$ cat src/rtl/cyclic_decoder_systematic.sv
`default_nettype none
// ============================================================================
//  Module   : cyclic_decoder_systematic
//  Purpose  : Bit-serial decoder for the systematic (15,11) cyclic code with
//             generator g(x) = x^4 + x + 1. Collects a 15-bit codeword
//             (c14 first), computes its syndrome on the fly, corrects any
//             single-bit error and streams out the 11 info bits (c14..c4).
//  Ports    : clk, reset     - clock (rising edge) / synchronous active-high reset
//             in_valid/in_ready/in_bit      - serial code-bit input handshake
//             out_valid/out_ready/out_bit   - serial corrected info-bit output
//             out_last      - marks the 11th info bit of a frame
//             err_flag      - frame syndrome was nonzero (valid with out_valid)
//             err_pos[3:0]  - corrected bit position (valid with err_flag)
//             err_count[15:0] - saturating count of corrected frames
//                               (present only with CYC_DEC_ERR_STATS_EN)
//  Options  : CYC_DEC_ERR_STATS_EN - adds the err_count output and counter
//  Revision : 1.0 - initial release
// ============================================================================
module cyclic_decoder_systematic #(
    parameter int         N        = 15,
    parameter int         K        = 11,
    parameter logic [4:0] GEN_POLY = 5'b10011
) (
    input  logic        clk,
    input  logic        reset,
    input  logic        in_valid,
    input  logic        in_bit,
    output logic        in_ready,
    output logic        out_valid,
    output logic        out_bit,
    input  logic        out_ready,
    output logic        out_last,
    output logic        err_flag,
    output logic [3:0]  err_pos
`ifdef CYC_DEC_ERR_STATS_EN
    ,
    output logic [15:0] err_count
`endif
);

    localparam logic [3:0] LAST_IN_IDX  = 4'(N - 1);
    localparam logic [3:0] LAST_OUT_IDX = 4'(K - 1);

    typedef enum logic [0:0] {
        EMPTY = 1'b0,
        EMIT  = 1'b1
    } emit_state_t;

    // ------------------------------------------------------------------------
    // Collector: shift buffer, bit counter and syndrome LFSR
    // ------------------------------------------------------------------------
    logic [N-1:0] col_buf;
    logic [3:0]   col_cnt;
    logic [3:0]   syn;
    logic         col_full;
    logic         accept;
    logic         transfer;

    assign in_ready = ~reset & ~col_full;
    assign accept   = in_valid & in_ready;

    always_ff @(posedge clk) begin
        if (reset) begin
            col_buf  <= '0;
            col_cnt  <= '0;
            syn      <= '0;
            col_full <= 1'b0;
        end else if (accept) begin
            col_buf <= {col_buf[N-2:0], in_bit};
            // Feeding the codeword MSB first leaves r(x) mod g(x) in syn.
            syn     <= {syn[2:0], in_bit} ^ (syn[3] ? GEN_POLY[3:0] : 4'b0000);
            if (col_cnt == LAST_IN_IDX) begin
                col_cnt  <= '0;
                col_full <= 1'b1;
            end else begin
                col_cnt <= col_cnt + 4'd1;
            end
        end else if (transfer) begin
            // Frame handed to the emitter; start the next syndrome from zero.
            col_full <= 1'b0;
            syn      <= '0;
        end
    end

    // ------------------------------------------------------------------------
    // Correction: find p with x^p mod g(x) == syn by walking the powers of x.
    // The powers are distinct for a primitive g(x), so at most one p matches.
    // ------------------------------------------------------------------------
    logic [3:0]   pw;
    logic [3:0]   fix_pos;
    logic         fix_hit;
    logic [K-1:0] info_mask;
    logic [K-1:0] info_fixed;

    always_comb begin
        pw      = 4'b0001;
        fix_pos = '0;
        fix_hit = (syn != 4'b0000);
        for (int p = 0; p < N; p++) begin
            if (pw == syn) begin
                fix_pos = p[3:0];
            end
            pw = {pw[2:0], 1'b0} ^ (pw[3] ? GEN_POLY[3:0] : 4'b0000);
        end
    end

    // Only info positions are forwarded, so a parity-bit error leaves the
    // data untouched while still raising err_flag.
    always_comb begin
        info_mask = '0;
        for (int b = 0; b < K; b++) begin
            info_mask[b] = fix_hit && (fix_pos == 4'(b + N - K));
        end
    end

    assign info_fixed = col_buf[N-1:N-K] ^ info_mask;

    // ------------------------------------------------------------------------
    // Emitter FSM
    // ------------------------------------------------------------------------
    emit_state_t  state;
    emit_state_t  state_next;
    logic [K-1:0] emit_buf;
    logic [3:0]   emit_idx;
    logic         emit_err;
    logic [3:0]   emit_pos;
    logic         out_hs;
    logic         last_hs;

    assign out_valid = (state == EMIT);
    assign out_hs    = out_valid & out_ready;
    assign last_hs   = out_hs & (emit_idx == LAST_OUT_IDX);
    // A pending frame may be loaded in the same cycle the current one ends.
    assign transfer  = col_full & ((state == EMPTY) | last_hs);

    always_ff @(posedge clk) begin
        if (reset) begin
            state <= EMPTY;
        end else begin
            state <= state_next;
        end
    end

    always_comb begin
        state_next = state;
        case (state)
            EMPTY: begin
                if (transfer) begin
                    state_next = EMIT;
                end
            end
            EMIT: begin
                if (last_hs) begin
                    state_next = transfer ? EMIT : EMPTY;
                end
            end
            default: state_next = EMPTY;
        endcase
    end

    always_ff @(posedge clk) begin
        if (reset) begin
            emit_buf <= '0;
            emit_idx <= '0;
            emit_err <= 1'b0;
            emit_pos <= '0;
        end else if (transfer) begin
            emit_buf <= info_fixed;
            emit_idx <= '0;
            emit_err <= fix_hit;
            emit_pos <= fix_pos;
        end else if (out_hs) begin
            emit_buf <= {emit_buf[K-2:0], 1'b0};
            emit_idx <= emit_idx + 4'd1;
        end
    end

    assign out_bit  = out_valid & emit_buf[K-1];
    assign out_last = out_valid & (emit_idx == LAST_OUT_IDX);
    assign err_flag = out_valid & emit_err;
    assign err_pos  = err_flag ? emit_pos : 4'd0;

`ifdef CYC_DEC_ERR_STATS_EN
    always_ff @(posedge clk) begin
        if (reset) begin
            err_count <= '0;
        end else if (last_hs && emit_err && (err_count != 16'hFFFF)) begin
            err_count <= err_count + 16'd1;
        end
    end
`endif

endmodule
`default_nettype wire

$ cat config.mk
export PLATFORM = sky130hd
export DESIGN_NAME = cyclic_decoder_systematic
export DESIGN_NICKNAME = d
export VERILOG_FILES = /design/src/rtl/cyclic_decoder_systematic.sv
export SDC_FILE = /design/constraint.sdc
export NUM_CORES = 1
export LEC_CHECK = 0
export CORE_MARGIN = 2
export CORE_UTILIZATION = 60
export CTS_BUF_LIST = sky130_fd_sc_hd__clkbuf_2 sky130_fd_sc_hd__clkbuf_4 sky130_fd_sc_hd__clkbuf_8
export DETAILED_ROUTE_END_ITERATION = 10
export PLACE_DENSITY = 0.89
export SLEW_MARGIN = 15
export SYNTH_ARGS = -nofsm -noshare
export SYNTH_HDL_FRONTEND = slang
export SYNTH_SLANG_ARGS = --single-unit
$ cat constraint.sdc
create_clock -name clk -period 2.25 [get_ports clk]
set_clock_uncertainty 0.2 [all_clocks]
set_input_delay 0.45 -clock clk [delete_from_list [all_inputs] [get_ports clk]]
set_output_delay 0.45 -clock clk [all_outputs]
set_load 0.005 [all_outputs]
==> results by group, run 1 <==
Outcome
  – Status: finished clean

Synth
  – Ys flop type: dfxtp_1
  – Synth unique cells: 41
  – Synth top area cells: dfxtp_1 (40%), nand2_1 (7.9%), nand2b_1 (4.5%)
  – Synthesized area: around 2200 um2
  – Post-synth EDFFs: 0
  – Yosys warnings: 0
  – Post-Synthesis Cells: 265
  – Seq cells post-synth: 45
  – Syn Area/Cell: 8.45 um2
  – Async SR Flop Fraction: 0%
  – Syn nets: 272
  – Sequential area share after synthesis: 40.2%
  – Top cell type's share of synthesized area: 40.2%
  – Largest area contributor in the netlist: dfxtp_1

Die
  – Die area: about 4200 um2
  – Die H: approximately 65 um
  – Die X: 65.1 um
  – Starting Density: 61.6%
  – Area of the core: 3630 um2
  – Row cnt: 22
  – IO Pins: 14

Detailed routing
  – DRT Wirelength: between 4000 and 5000 um
  – DRC: 0
  – Initial DRT Pass Iterations: 4
  – Mean routed wirelength per cell: 13.6 um
  – Antenna Nets Post-Route: 0
  – Initial DRC count: between 100 and 150
  – Vias per inst: roughly 5.7
  – Vias: 1,832

Place
  – Placer Congestion: 0.754
  – I/O Buffers: 13
  – HPWL Detailed: approximately 2800 um
  – Placed cells: 312
  – Placed Area: about 2400 um2

Clock network
  – Clk pin slew, worst setup/hold paths: about 0.08 ns
  – Root Driver: clkbuf_8
  – TritonCTS Buffers: 5
  – Clk Latency, worst-skew pair: roughly 0.3 ns
  – Bufs on Longest Clock Path: 2
  – Htree depth: 2
  – Clk sinks: 45
  – Hold Buf Count CTS: 0
  – CTS tree: built

Critical path
  – Worst R2R Path Depth: 8
  – CP Launch Type: input port
  – Worst endpoint required time: 1.60 ns
  – Crit end category: output port
  – Worst Setup Path Type: in -> out
  – Crit path from: reset
  – Reg2reg start: emit_idx[0]$_SDFFE_PP0P_
  – CP Data Arrival Time: 1.52 ns
  – Critical-path maximum fanout: 2

Power
  – Total Power: ~1.3 mW
  – PwrDens: 538 nW/um2
  – Leakage dissipation: 0.918 nW
  – VDD IR-drop max: 0.640 mV

STA
  – Final Cycle Share: between 90% and 100%
  – Max-slew violations: 0
  – Fin. Hold Viols: 0
  – Worst Tran Pin Value: around 0.57 ns
  – Setup violators final: 0
  – Worst hold margin: 0.259 ns
  – Shortest clock period the worst path allows after layout: ~2.2 ns
  – Fmax: 460 MHz
  – Slew margin rel.: 61.9%
  – Unrepaired setup endpoints after global routing: no
  – Setup TNS: 0 ns

Final layout
  – Synthesis-to-finish area growth: 10.2%
  – Storage element area: just over 900 um2
  – Multi-input logic area: 1190 um2
  – Non-Filler Instances: 319
  – Post-layout instance area: 2470 um2
  – Fin nets: between 200 and 300
  – Diode count: 0
  – Layout cells sized above 1: 10.7%
  – Filler Cells Inserted: 294

Worst hold path
  – Worst hold path type: reg -> reg
  – WHS Path Cells: 2
  – Hold_sp: emit_pos[3]$_SDFFE_PP0P_

Global routing
  – Vias in the first global route: 1,670
  – Total GRT Usage: approximately 22%
  – Largest net degree at the start of global routing: 46
  – First-pass GRT wire length: 7310 um
  – Initial antenna violation count: 0
  – Grt total ovfl: 0

Job
  – Max-Cap Viols: 0
## metrics by stage
stage | utilization, % | setup WS (ns)
2_1_floorplan | - | 0.521
3_3_place_gp | 65.4 | 0.0730
3_5_place_dp | 65.4 | -0.0545
4_1_cts | 67.8 | 0.00698
5_1_grt | 67.9 | 0.0473
6_report | 67.9 | 0.0770
## state kept, by name (all words and copies together) (netlist names)
| name | cells |
|---|---|
| emit_idx | 4 |
| emit_pos | 4 |
| emit_err | 1 |
| syn | 4 |
| col_cnt | 4 |
| col_buf | 15 |
| col_full | 1 |
| emit_buf | 11 |
| out_valid | 1 |
## cell type report
type | count | area share [%]
inverter | 3 | 0.456
multi-input combinational | 193 | 48.1
tap | 48 | 2.43
sequential | 45 | 36.8
clock inverter | 1 | 0.203
clock buffer | 5 | 2.79
timing repair buffer | 24 | 9.23
## cells by family (layout without fill, tap and decap cells)
kind of cell / after synthesis / count (layout) / synth area share [%]
flops: 45 / 45 / 40.2
compound gates: 53 / 53 / 15.5
simple gates: 119 / 119 / 28.5
buf+inv: 27 / 33 / 7.09
mux: 2 / 2 / 0.894
xor+xnor: 17 / 17 / 6.65
fa+ha+maj: 2 / 2 / 1.12
## per-layer routing
layer  wire length [um]  track usage, %
met5                  0               0
met4                 70            10.7
met3                172            4.97
met2               2120            37.5
met1               1980            27.3
## cell usage in the layout, fill, tap and decap left out, types with 2 or more instances in the layout
cell	synthesis	layout
or3_1	2	2
and4bb_2	5	5
o21ai_0	16	16
clkbuf_8	2	5
and2_1	4	4
nor3_1	7	7
a211o_1	2	2
dfxtp_2	0	2
a211oi_1	3	3
buf_4	6	10
clkdlybuf4s50_1	0	12
nand2_1	47	47
nor2_1	17	17
inv_1	3	3
nand3_1	6	6
xor2_1	11	11
nand4b_1	4	4
nand2b_1	16	16
a311oi_1	10	10
a21oi_1	14	14
dfxtp_1	45	42
mux2i_1	2	2
xnor2_1	6	6
and3_1	4	4
## synthesized netlist by cell type (2+ instances only)
| library cell | number |
|---|---|
| nand2_1 | 47 |
| dfxtp_1 | 45 |
| nor2_1 | 17 |
| nand2b_1 | 16 |
| o21ai_0 | 16 |
| a21oi_1 | 14 |
| xor2_1 | 11 |
| a311oi_1 | 10 |
| clkbuf_1 | 9 |
| nor3_1 | 7 |
| buf_2 | 6 |
| buf_4 | 6 |
| nand3_1 | 6 |
| xnor2_1 | 6 |
| and4bb_2 | 5 |
| and2_1 | 4 |
| and3_1 | 4 |
| nand4b_1 | 4 |
| a211oi_1 | 3 |
| inv_1 | 3 |
| a211o_1 | 2 |
| clkbuf_8 | 2 |
| ha_1 | 2 |
| mux2i_1 | 2 |
| or3_1 | 2 |
## worst paths after layout
path / endpoint / slack [ns]
max: in_ready / 0.08
min: emit_pos[3]$_SDFFE_PP0P_ / 0.26
max reg2reg: emit_buf[2]$_SDFFE_PP0P_ / 0.27
min reg2reg: emit_pos[3]$_SDFFE_PP0P_ / 0.26
## worst max-delay path: stages
cell and delay (ns):
clkdlybuf4s50_1 0.42, nor2_1 0.13, clkdlybuf4s50_1 0.53
## repair_timing
action	4_1_cts	5_1_grt
endpoints found under the setup margin	1	1
resized for setup	4	2
setup buffers	1	0
## where the power goes
part | total (mW) | switching, mW | internal (mW)
Combinational | 0.0651 | 0.0349 | 0.0302
Sequential | 0.810 | 0.00863 | 0.801
Clock | 0.452 | 0.248 | 0.204
Total | 1.33 | 0.292 | 1.04
Note: power is estimated with default switching activity, not from simulation.
==> run 2: changes to the inputs <==
--- a/config.mk
+++ b/config.mk
@@ -6,10 +6,11 @@
 export NUM_CORES = 1
 export LEC_CHECK = 0
 export CORE_MARGIN = 2
-export CORE_UTILIZATION = 60
+export CORE_UTILIZATION = 50
 export CTS_BUF_LIST = sky130_fd_sc_hd__clkbuf_2 sky130_fd_sc_hd__clkbuf_4 sky130_fd_sc_hd__clkbuf_8
 export DETAILED_ROUTE_END_ITERATION = 10
-export PLACE_DENSITY = 0.89
+export HOLD_SLACK_MARGIN = 0.03
+export PLACE_DENSITY = 0.77
 export SLEW_MARGIN = 15
 export SYNTH_ARGS = -nofsm -noshare
 export SYNTH_HDL_FRONTEND = slang
==> run 2 against run 1 <==
Net effect: clock power is 29% higher; sequential cell count stayed put; clock-buffer cell count stayed put; cell count is 1.9% higher; cell area is 2.3% higher; setup slack hardly changed; via count is 3.2% lower; critical path type unchanged; critical endpoint unchanged.
==> results by group, run 2 (same netlist as run 1, synthesis figures left out) <==
Critical path
  – Reg2reg start: syn[3]$_SDFFE_PP0P_
  – CP Launch Type: input port
  – Crit end category: output port
  – Critical Path Slowest Stage Cell: clkdlybuf4s50_1
  – R2R Setup Slk: 0.31 ns (+0.04 ns)
  – Most used cell along the critical path: clkdlybuf4s50_1
  – Worst Setup Path Type: in -> out
  – Worst endpoint required time: 1.60 ns (about the same)
  – Max incr delay on CP: 0.52 ns (about the same)
  – Crit path cell chain: clkdlybuf4s50_1 > nor2_2 > clkdlybuf4s50_1
  – Critical-path maximum fanout: 2 (unchanged)
  – Worst R2R Path Depth: 4 (-4)
  – R2R Path End: emit_buf[2]$_SDFFE_PP0P_
  – CP Data Arrival Time: 1.52 ns (about the same)

Worst hold path
  – WHS Path Cells: 2 (unchanged)
  – Worst hold path type: reg -> reg
  – Hold_sp: emit_pos[3]$_SDFFE_PP0P_
  – Min-Delay Endpoint: emit_pos[3]$_SDFFE_PP0P_

Power
  – Total Power: 1.46 mW (+9.9%)
  – PwrDens: 577 nW/um2 (+7.3%)
  – Leakage dissipation: 0.941 nW (+2.4%)
  – VDD IR-drop max: 0.548 mV (-14%)

Clock network
  – Clk sinks: 45 (unchanged)
  – Root Driver: clkbuf_8
  – Clk pin slew, worst setup/hold paths: 0.08 ns (about the same)
  – Clk Latency, worst-skew pair: 0.29 ns (about the same)
  – CTS tree: built
  – Htree depth: 2 (unchanged)
  – TritonCTS Buffers: 5 (unchanged)
  – Hold Buf Count CTS: 0 (unchanged)
  – Bufs on Longest Clock Path: 2 (unchanged)

Final layout
  – Fin nets: 280 (+0.36%)
  – Diode count: 0 (unchanged)
  – Commonest non-fill, non-tap cell in the layout: nand2_1
  – Synthesis-to-finish area growth: 12.7%
  – Largest regs: col_buf x15, emit_buf x11
  – Filler Cells Inserted: 406 (+38%)
  – Max reg flops: 15 (unchanged)
  – Utilization after layout: 58.4% (-9.5 points)
  – Most frequent cells in the layout: nand2_1 (47), dfxtp_1 (42), nor2_1 (16), o21ai_0 (16), nand2b_1 (16)
  – Storage element area: 907 um2 (unchanged)
  – Layout cells sized above 1: 11.7% (+1.0 points)
  – Biggest register: col_buf
  – Multi-input logic area: 1190 um2 (+0.21%)

STA
  – Unrepaired setup endpoints after global routing: no
  – Fmax: 460 MHz (about the same)
  – Slew margin rel.: 51.6% (-10 points)
  – Setup TNS: 0 ns (unchanged)
  – Final worst slack: 0.0767 ns (-0.000333 ns)
  – Max-slew violations: 0 (unchanged)
  – Final Cycle Share: 96.6% (about the same)
  – Setup violators final: 0 (unchanged)
  – Shortest clock period the worst path allows after layout: 2.17 ns (+0.000333 ns)
  – Worst hold margin: 0.258 ns (-0.000861 ns)
  – Fin. Hold Viols: 0 (unchanged)
  – Worst Tran Pin Value: 0.725 ns (+0.154 ns)

Place
  – HPWL Detailed: 2830 um (about the same)
  – Placer Congestion: 0.750 (-0.52%)
  – Worst slack, placed: 0.0439 ns (+0.0984 ns)
  – I/O Buffers: 13 (unchanged)

Detailed routing
  – Initial DRC count: 138 (+24%)
  – Vias: 1,773 (-3.2%)
  – DRT Wirelength: 4260 um (-1.9%)
  – Mean routed wirelength per cell: 13.1 um (-3.7%)
  – DRC: 0 (unchanged)
  – Initial DRT Pass Iterations: 4 (unchanged)
  – Vias per inst: 5.46 (-5.0%)
  – Antenna Nets Post-Route: 0 (unchanged)

Die
  – Die H: 70.9 um (+9.0%)
  – Die X: 70.9 um (+9.0%)
  – IO Pins: 14 (unchanged)
  – Area of the core: 4320 um2 (+19%)
  – Starting Density: 51.8% (-9.8 points)
  – Row cnt: 24 (+9.1%)
  – Die area: 5030 um2 (+19%)

Global routing
  – Total GRT Usage: 18.0% (-4.4 points)
  – Largest net degree at the start of global routing: 46 (unchanged)
  – First-pass GRT wire length: 7360 um (+0.66%)
  – Initial antenna violation count: 0 (unchanged)
  – Grt total ovfl: 0 (unchanged)
  – Vias in the first global route: 1,613 (-3.4%)

Job
  – Max-Cap Viols: 0 (unchanged)

Outcome
  – Status: finished clean
[run 2: worst max-delay path: cells and delay by family]
kind | cells | cell delay (ns)
simple gates | 1 | 0.12
buf+inv | 2 | 0.95
[run 2: worst max path at each step]
stage,cells past startpoint,to,from,slack (ns)
2_1_floorplan,8,emit_pos[0]$_SDFFE_PP0P_,emit_idx[0]$_SDFFE_PP0P_,0.52
3_3_place_gp,3,in_ready,reset,0.10
3_5_place_dp,3,in_ready,reset,0.04
4_1_cts,4,out_last,emit_idx[0]$_SDFFE_PP0P_,0.03
5_1_grt,3,in_ready,reset,0.03
6_report,3,in_ready,reset,0.08
[run 2: per-stage QoR]
stage	instance area, um2	std cells
after floorplan	2240	265
after global placement	2390	316
after detailed placement	2390	316
after CTS	2510	324
after global routing	2520	325
final	2520	325
[run 2: report_power, final]
| part | switching (mW) | internal [mW] | leakage (nW) |
|---|---|---|---|
| Clock | 0.260 | 0.323 | 0.0540 |
| Combinational | 0.0355 | 0.0303 | 0.522 |
| Sequential | 0.00879 | 0.801 | 0.365 |
| Total | 0.304 | 1.15 | 0.941 |
[run 2: area by class of cell]
cell class / count / area share (%)
tap: 52 / 2.58
timing repair buffer: 25 / 9.81
inverter: 3 / 0.446
sequential: 45 / 35.9
clock buffer: 5 / 2.73
clock inverter: 2 / 1.39
multi-input combinational: 193 / 47.1
[run 2: layer usage]
metal  share of wire (%)  routed length, um  track usage, %
met2                  46               1960            28.0
met5                   0                  0               0
met4                0.68                 29            4.82
met3                 3.3                140            5.27
met1                  50               2130            24.6
[run 2: what timing repair did]
item / in CTS / in global routing
resized for setup: 4 / 3
buffers inserted: 1 / 1
setup endpoints to repair: 1 / 2
==> run 3: changes to the inputs <==
--- a/config.mk
+++ b/config.mk
@@ -5,6 +5,8 @@
 export SDC_FILE = /design/constraint.sdc
 export NUM_CORES = 1
 export LEC_CHECK = 0
+export CAP_MARGIN = 30
+export CORE_ASPECT_RATIO = 0.75
 export CORE_MARGIN = 2
 export CORE_UTILIZATION = 50
 export CTS_BUF_LIST = sky130_fd_sc_hd__clkbuf_2 sky130_fd_sc_hd__clkbuf_4 sky130_fd_sc_hd__clkbuf_8
==> constraint.sdc (replaced) <==
create_clock -name clk -period 2.2 [get_ports clk]
set_clock_uncertainty 0.2 [all_clocks]
set_input_delay 0.44 -clock clk [delete_from_list [all_inputs] [get_ports clk]]
set_output_delay 0.44 -clock clk [all_outputs]
set_load 0.005 [all_outputs]
==> run 3 against run 2 <==
Net effect: setup slack better by 0.036 ns; utilization barely moved; global-route usage is 1.9 points higher; largest cell class unchanged; critical path depth down 1; clock-buffer cell count grew 1; die area increased by 0.11%; via count up 0.90%; total power is 5.5% higher; largest power group unchanged; non-clock buffer count grew 3; routed wire length grew 1.3%.
==> results by group, run 3 (same netlist as run 1, synthesis figures left out) <==
Critical path
  – Worst R2R Path Depth: 3 (-1)
  – R2R Setup Slk: 0.36 ns (+0.05 ns)
  – CP Launch Type: flop
  – Critical-path maximum fanout: 14 (+12)
  – Crit path cell chain: and3_1 > clkdlybuf4s50_1
  – Critical Path Slowest Stage Cell: clkdlybuf4s50_1
  – Reg2reg start: syn[2]$_SDFFE_PP0P_
  – Top cell family by delay on the critical path: buffers and inverters
  – Crit end category: output port
  – Worst Setup Path Type: reg -> out
  – Crit path buf inv count: 1 (-1)
  – CP Data Arrival Time: 1.45 ns (-0.07 ns)
  – Max incr delay on CP: 0.49 ns (-0.03 ns)
  – Worst endpoint required time: 1.56 ns (-0.04 ns)
  – R2R Path End: emit_buf[8]$_SDFFE_PP0P_

Global routing
  – Vias in the first global route: 1,657 (+2.7%)
  – Grt total ovfl: 0 (unchanged)
  – Largest net degree at the start of global routing: 46 (unchanged)
  – Initial antenna violation count: 0 (unchanged)
  – Total GRT Usage: 19.9% (+1.9 points)
  – First-pass GRT wire length: 7490 um (+1.8%)

Detailed routing
  – Vias: 1,789 (+0.90%)
  – DRT Wirelength: 4320 um (+1.3%)
  – Initial DRC count: 116 (-16%)
  – DRC: 0 (unchanged)
  – DR WL met2: 1820 um (-7.5%)
  – Vias per inst: 5.36 (-1.8%)
  – Antenna Nets Post-Route: 0 (unchanged)
  – Initial DRT Pass Iterations: 4 (unchanged)
  – Top routing layer used: met4
  – Met3 wire len: 167 um (+19%)
  – Met1 wire length: 2290 um (+7.5%)
  – Mean routed wirelength per cell: 12.9 um (-1.5%)

Final layout
  – Diode count: 0 (unchanged)
  – Filler Cells Inserted: 367 (-9.6%)
  – Synthesis-to-finish area growth: 14.4%
  – Utilization after layout: 58.4% (about the same)
  – Commonest non-fill, non-tap cell in the layout: nand2_1
  – Largest regs: col_buf x15, emit_buf x11
  – Most frequent cells in the layout: nand2_1 (47), dfxtp_1 (42), nor2_1 (16), o21ai_0 (16), nand2b_1 (16)
  – Fin nets: 283 (+1.1%)
  – Layout cells sized above 1: 13.0% (+1.3 points)
  – Non-Filler Instances: 334 (+2.8%)
  – Max reg flops: 15 (unchanged)
  – Post-layout instance area: 2560 um2 (+1.4%)
  – Biggest register: col_buf

STA
  – Setup TNS: 0 ns (unchanged)
  – Unrepaired setup endpoints after global routing: no
  – Fmax: 479 MHz
  – Fin. Hold Viols: 0 (unchanged)
  – Worst Tran Pin Value: 0.604 ns (-0.121 ns)
  – Final Cycle Share: 94.9%
  – Setup violators final: 0 (unchanged)
  – Shortest clock period the worst path allows after layout: 2.09 ns
  – Worst hold margin: 0.255 ns (-0.00314 ns)
  – Max-slew violations: 0 (unchanged)
  – Slew margin rel.: 59.7% (+8.1 points)

Die
  – IO Pins: 14 (unchanged)
  – Row cnt: 21 (-13%)
  – Die area: 5040 um2 (+0.11%)
  – Die X: 81.3 um (+15%)
  – Area of the core: 4390 um2 (+1.5%)
  – Starting Density: 51.0% (-0.75 points)
  – Die H: 62.0 um (-13%)

Power
  – Leakage dissipation: 0.956 nW (+1.6%)
  – VDD IR-drop max: 0.442 mV (-19%)
  – PwrDens: 601 nW/um2 (+4.0%)

Job
  – Max-Cap Viols: 0 (unchanged)

Worst hold path
  – Worst hold path type: reg -> reg
  – WHS Path Cells: 2 (unchanged)
  – Hold_sp: emit_pos[2]$_SDFFE_PP0P_
  – Min-Delay Endpoint: emit_pos[2]$_SDFFE_PP0P_

Place
  – Placed cells: 324 (+2.5%)
  – I/O Buffers: 13 (unchanged)
  – Placed Area: 2420 um2 (+1.2%)
  – HPWL Detailed: 2830 um (-0.34%)
  – Placer Congestion: 0.760 (+1.3%)

Clock network
  – Root Driver: clkbuf_8
  – Hold Buf Count CTS: 0 (unchanged)
  – Bufs on Longest Clock Path: 2 (unchanged)
  – Clk sinks: 45 (unchanged)
  – CTS tree: built
  – Clk pin slew, worst setup/hold paths: 0.08 ns (about the same)
  – Clk Latency, worst-skew pair: 0.31 ns (+0.02 ns)
  – Htree depth: 2 (unchanged)
  – TritonCTS Buffers: 5 (unchanged)

Outcome
  – Status: finished clean
==> run 3: changes by cell type in the layout (fill, tap and decap cells not counted), sizes merged <==
cell and delta:
dlygate4sd2 +1, clkdlybuf4s50 -1, clkbuf +1, buf +3
==> run 3: worst reg2reg max path: cells and delay by family, from the launching register on <==
kind | cells | cell delay, ns
AOI/OAI and AO/OA | 1 | 0.25
DFF | 1 | 0.69
and+or+nand+nor | 2 | 0.61
==> run 3: worst max-delay path by stage <==
stage | startpoint | to | slack, ns | depth (start not counted)
after floorplan | emit_idx[0]$_SDFFE_PP0P_ | emit_pos[0]$_SDFFE_PP0P_ | 0.47 | 8
after global placement | reset | in_ready | 0.07 | 3
after detailed placement | out_ready | emit_buf[8]$_SDFFE_PP0P_ | 0.04 | 6
after CTS | reset | in_ready | 0.05 | 3
after global routing | out_valid$_SDFF_PP0_ | err_pos[2] | 0.03 | 2
final | out_valid$_SDFF_PP0_ | err_pos[0] | 0.11 | 2
==> run 3: per-layer routing <==
| layer | up-vias | GRT usage [%] |
|---|---|---|
| li1 | 938 | - |
| met1 | 824 | 26.7 |
| met2 | 22 | 30.6 |
| met3 | 5 | 7.08 |
| met4 | 0 | 5.57 |
| met5 | - | 0 |
==> run 3: report_power, final <==
group / switching, mW / total, mW / internal (mW)
sequential: 0.00957 / 0.830 / 0.820
combinational: 0.0358 / 0.0667 / 0.0309
clock: 0.288 / 0.641 / 0.353
total: 0.333 / 1.54 / 1.20
==> run 3: metrics by stage <==
stage / total power, mW / setup WS [ns]
4_1_cts: 1.55 / 0.0482
3_5_place_dp: 0.915 / 0.0413
3_3_place_gp: 0.914 / 0.0727
2_1_floorplan: 0.890 / 0.471
6_report: 1.54 / 0.113
5_1_grt: 1.60 / 0.0320
==> run 3: cell type report <==
type	instances	area, um2	share of cell area (%)
multi-input cells	193	1190	46.5
flip-flops and latches	45	905	35.3
repair buffers	28	269	10.5
clock buffers	6	76.3	2.98
well taps	57	71.3	2.78
clock inverters	2	38.8	1.51
inverters	3	11.3	0.440
==> run 3: repair_timing <==
item	CTS	global route
gates resized for setup	5	2
pin swaps	0	1
buffers inserted	2	0
endpoints found under the setup margin	5	1
